### config.mk
export PLATFORM = sky130hd
export DESIGN_NAME = kr580_ports
export DESIGN_NICKNAME = d
export VERILOG_FILES = /design/src/rtl/kr580_ports.sv
export SDC_FILE = /design/constraint.sdc
export NUM_CORES = 1
export LEC_CHECK = 0
export CAP_MARGIN = 20
export CORE_UTILIZATION = 62
export CTS_CLUSTER_DIAMETER = 30
export CTS_CLUSTER_SIZE = 8
export DETAILED_ROUTE_END_ITERATION = 6
export DONT_BUFFER_PORTS = 1
export GPL_ROUTABILITY_DRIVEN = 1
export PLACE_DENSITY = 0.78
export SYNTH_ARGS = -nofsm -noshare
export SYNTH_HDL_FRONTEND = slang
export SYNTH_SLANG_ARGS = --single-unit
### constraint.sdc
create_clock -name clk -period 2.71 [get_ports clk]
set_input_delay 0.542 -clock clk [delete_from_list [all_inputs] [get_ports clk]]
set_output_delay 0.542 -clock clk [all_outputs]
set_load 0.005 [all_outputs]
### src/rtl/kr580_ports.sv
// KR580 I/O port bank: NPORTS write latches with write strobes, a registered
// read-back mux, and a frame-interrupt generator behind a control port.
module kr580_ports #(
  parameter int          WIDTH      = 8,
  parameter int          NPORTS     = 3,
  parameter logic [7:0]  PORT_BASE  = 8'hFC,
  parameter logic [7:0]  CTRL_ADDR  = 8'hFF,
  parameter int          INT_PERIOD = 500000,
  parameter int          INT_WIDTH  = 32
) (
  input  logic                     clk,
  input  logic                     reset_n,
  input  logic [7:0]               pin_pa,
  input  logic [WIDTH-1:0]         pin_po,
  input  logic                     pin_pw,
  output logic [WIDTH-1:0]         pin_pi,
  input  logic [NPORTS*WIDTH-1:0]  in_data,
  output logic [NPORTS*WIDTH-1:0]  port_q,
  output logic [NPORTS-1:0]        wr_stb,
  output logic                     pin_intr
);

  localparam int TW = (INT_PERIOD > 1) ? $clog2(INT_PERIOD) : 1;
  localparam int WW = (INT_WIDTH > 0) ? $clog2(INT_WIDTH + 1) : 1;
  localparam logic [TW-1:0] TC    = TW'(INT_PERIOD - 1);
  localparam logic [WW-1:0] WLOAD = WW'(INT_WIDTH);

  logic [NPORTS-1:0]       hit, wrHit, stbHist_q;
  logic                    chit, ctrlWr, tc;
  logic [NPORTS*WIDTH-1:0] port_d;
  logic [WIDTH-1:0]        pi_d;
  logic                    ie_q, ie_d, pending_q, pending_d;
  logic [TW-1:0]           timer_q, timer_d;
  logic [WW-1:0]           wcnt_q, wcnt_d;

  always_comb begin
    hit    = '0;
    port_d = port_q;
    pi_d   = '1;
    for (int k = 0; k < NPORTS; k++) begin
      hit[k] = (pin_pa == 8'(int'(PORT_BASE) + k));
      if (pin_pw && hit[k]) port_d[k*WIDTH +: WIDTH] = pin_po;
      if (hit[k]) pi_d = in_data[k*WIDTH +: WIDTH];
    end
    chit   = (pin_pa == CTRL_ADDR);
    ctrlWr = pin_pw && chit;
    wrHit  = hit & {NPORTS{pin_pw}};
    if (chit) begin
      pi_d      = '0;
      pi_d[1:0] = {pending_q, ie_q};
    end
  end

  // A timer set on the same edge wins over both software and auto clear.
  always_comb begin
    tc        = (timer_q == TC);
    timer_d   = tc ? '0 : timer_q + 1'b1;
    ie_d      = ctrlWr ? pin_po[0] : ie_q;
    pending_d = pending_q;
    wcnt_d    = wcnt_q;
    if (tc && ie_q) begin
      pending_d = 1'b1;
      wcnt_d    = WLOAD;
    end else if (pending_q) begin
      if (ctrlWr && pin_po[1]) begin
        pending_d = 1'b0;
        wcnt_d    = '0;
      end else if (INT_WIDTH != 0) begin
        wcnt_d = wcnt_q - 1'b1;
        if (wcnt_q == WW'(1)) pending_d = 1'b0;
      end
    end
  end

  always_ff @(posedge clk or negedge reset_n) begin
    if (!reset_n) begin
      port_q    <= '0;
      wr_stb    <= '0;
      stbHist_q <= '0;
      pin_pi    <= '1;
      ie_q      <= 1'b0;
      pending_q <= 1'b0;
      timer_q   <= '0;
      wcnt_q    <= '0;
    end else begin
      port_q    <= port_d;
      wr_stb    <= wrHit & ~stbHist_q;
      stbHist_q <= wrHit;
      pin_pi    <= pi_d;
      ie_q      <= ie_d;
      pending_q <= pending_d;
      timer_q   <= timer_d;
      wcnt_q    <= wcnt_d;
    end
  end

  assign pin_intr = pending_q;

endmodule

==> results.sh <==
export IMPL_path_depth=4
export IMPL_drive_above_1_share_pct=23.2
export IMPL_final_setup_tns_ns=0
export IMPL_synthMuxAreaShare_pct=16.2
export IMPL_num_antenna_cells=0
export IMPL_r2r_end="wcnt_q[5]$_DFFE_PN0P_"
export IMPL_violations="DRC"
export IMPL_drtPass1Iterations=7
export IMPL_synth_top_area_cell="dfrtp_1"
export IMPL_drcViolationCount=9
export IMPL_maxCapViolCount=0
export IMPL_syn_instance_count=237
export IMPL_rows=24
export IMPL_setup_violations=0
export IMPL_pwr_share_comb_pct=3.3
export IMPL_crit_start="pin_pa[5]"
export IMPL_endpoint="port_q[20]$_DFFE_PN0P_"
export IMPL_status="finished with violations"
export IMPL_start_util_pct=65.9
export IMPL_reg2reg_slack_ns=0.85
export IMPL_synth_top_family_by_area="multiplexers"
export IMPL_htreeDepth=3
export IMPL_crit_path_end_kind="flop"
export IMPL_crit_type="in -> reg"
export IMPL_p_switching_mw=0.385
export IMPL_die_area_um2=5040
export IMPL_hold_slack_ns=0.0540
export IMPL_clkPwrFrac_pct=45.8
export IMPL_reg2reg_depth=5
export IMPL_synth_compound_area_share_pct=4.33
export IMPL_cp_cell_sequence="nand2_1 -> or4_4 -> or3b_1 -> mux2_4"
export IMPL_min_period_ns=2.00
export IMPL_core_area_um2=4470
export IMPL_final_util_pct=72.1
export IMPL_yosys_area_share_simple_pct=14.0
export IMPL_slew_viol_final=0
export IMPL_gp_congestion=0.847
export IMPL_max_freq_ghz=0.499
export IMPL_period_share_pct=74.0
export IMPL_switching_share_pct=19.5
export IMPL_cts_buffer_depth=2
export IMPL_crit_family="simple AND/OR/NAND/NOR gates"
export IMPL_worst_path_buf_inv=0
export IMPL_yosys_warnings=0
export IMPL_instances_no_fill=298
export IMPL_clk_insertion_delay_late_ns=0.33
export IMPL_dp_cells=281
export IMPL_rr_startpoint="timer_q[7]$_DFF_PN0_"
export IMPL_postRouteAntennaNets=0
export IMPL_portBuffers=0
export IMPL_grt_pass1_vias=1811
export IMPL_numCtsBuffers=9
export IMPL_p_leak_nw=1.50
export IMPL_synth_area_um2=2950
export IMPL_drtIter0Drc=141
export IMPL_power_frac_seq_pct=50.9
export IMPL_cts_tree="built"
export IMPL_synth_top_area_share_pct=48.4
export IMPL_synth_top_cells_by_area="dfrtp_1 (48%), mux2_4 (8.1%), dfstp_2 (7.1%)"
export IMPL_die_h_um=71.0
export IMPL_async_flop_share_pct=100
export IMPL_fill_cells=302
export IMPL_pre_cts_slack_ns=0.380
export IMPL_total_power_mw=1.98
export IMPL_track_usage_pct=23.6
export IMPL_viasPerCell=6.24
export IMPL_relSlewSlack_pct=61.6
export IMPL_cts_sinks=65
export IMPL_areaGrowthSynthToFinish_pct=9.33
export IMPL_vias=1859
export IMPL_synthAdderAreaFrac_pct=1.27
export IMPL_worst_pin_slew_ns=0.570
export IMPL_crit_arrival_ns=2.22
export IMPL_ys_seq_area_share_pct=55.5
export IMPL_crit_fanout=10
export IMPL_ys_top_cells_by_count="dfrtp_1 (57), mux2_4 (16), nand2_1 (16)"
export IMPL_ys_ff_latch=65
export IMPL_p_int_mw=1.60
export IMPL_rsz0062_at_grt="no"
export IMPL_irDropWorstVdd_uv=443
export IMPL_synth_edf_count=0
export IMPL_die_w_um=71.0
export IMPL_synth_top_flop_cell="dfrtp_1"
export IMPL_ioPinCount=79
export IMPL_hpwlAfterDp_um=3390
export IMPL_num_nets_final=287
export IMPL_synthXorXnorAreaFrac_pct=5.64
export IMPL_syn_nets=283
export IMPL_placed_cell_area_um2=2970
export IMPL_grt_max_degree=58
export IMPL_avgRoutedWirePerCell_um=18.3
export IMPL_grt_pass1_wl_um=8910
export IMPL_finClkSkew_ns=0.00645
export IMPL_drt_wl_total_um=5450
export IMPL_final_hold_violation_count=0
export IMPL_critPathSlowestCell="or3b_1"
export IMPL_antenna_found_initial=0
export IMPL_hp_class="in -> async"
export IMPL_avgSynthCellArea_um2=12.4
export IMPL_cts_reportedPaths_clkPinSlew_ns=0.07
export IMPL_cpPeakStageDelay_ns=0.64
export IMPL_stdcell_area_um2=3220
export IMPL_setup_slack_ns=0.706
export IMPL_synth_most_common_cell="dfrtp_1"
export IMPL_ys_types=37
export IMPL_cts_setup_buffers=0
export IMPL_p_per_area_nw_per_um2=614
export IMPL_root_buffer="clkbuf_8"
export IMPL_required_ns=2.93
export IMPL_gr_total_overflow=0
export IMPL_cp_start_kind="primary input"
## flip-flops by register name, indices dropped and copies added (netlist names)
signal / flops
ie_q: 1
stbHist_q: 3
pin_pi: 8
timer_q: 19
port_q: 24
wcnt_q: 6
pin_intr: 1
wr_stb: 3
## final cells by class
class	count	area, um^2	share of cell area, %
multi-input cells	154	1220	37.9
repair buffers	4	50.0	1.55
flip-flops and latches	65	1640	50.8
inverters	7	26.3	0.815
clock buffers	13	159	4.93
clock inverters	3	65.1	2.02
well taps	52	65.1	2.02
## cell usage in the layout (no fill, tap or decap), types with 3 or more instances in the layout
cell type and n:
nand3_1 10, nor4b_1 3, ha_1 3, nor4_1 4
mux2_4 16, nand2_1 16, nor2b_1 3, mux2_2 10
a21oi_1 3, clkbuf_8 11, a211oi_1 4, dfstp_2 8
inv_1 7, dfrtp_1 57, nor3_1 10, xnor2_1 11
buf_4 3, nor2_1 14, xor2_1 8, mux2i_1 8
o211ai_1 6, nand4_1 8
## how the worst min path moves through the flow
stage                       start                     to  cells past startpoint
after floorplan           reset_n       ie_q$_DFFE_PN0P_                      0
after global placement    reset_n  port_q[2]$_DFFE_PN0P_                      0
after detailed placement  reset_n  port_q[2]$_DFFE_PN0P_                      0
after CTS                 reset_n    pin_pi[6]$_DFF_PN1_                      0
after global routing      reset_n    pin_pi[1]$_DFF_PN1_                      0
final                     reset_n    pin_pi[6]$_DFF_PN1_                      0
## logic make-up after synthesis
| logic type | count (synthesis) |
|---|---|
| mux | 36 |
| simple gates | 78 |
| fa+ha+maj | 3 |
| flops | 65 |
| buf+inv | 18 |
| xor+xnor | 19 |
| compound gates | 18 |
## layer usage
layer / vias up / part of all wire, % / GRT usage [%]
met1: 929 / 43 / 32.6
li1: 849 / - / -
met2: 66 / 48 / 34.5
met3: 15 / 6.4 / 6.41
met4: 0 / 2.4 / 12.2
met5: - / 0 / 0
## power by group through the flow
| stage | Clock, mW | Combinational, mW | Sequential, mW |
|---|---|---|---|
| global placement | 0 | 0.0441 | 1.02 |
| CTS | 0.930 | 0.0670 | 1.01 |
| finish | 0.906 | 0.0659 | 1.01 |
| global route | 0.968 | 0.0734 | 1.01 |
| floorplan | 0 | 0.0502 | 1.02 |
| detailed placement | 0 | 0.0456 | 1.03 |
## repair_timing
item                                   4_1_cts  5_1_grt
setup endpoints to repair                    0        0
endpoints found under the hold margin       57        0
gates resized for setup                      0        0
hold buffers                                 1        0
Power figures use the tool's default switching activity.
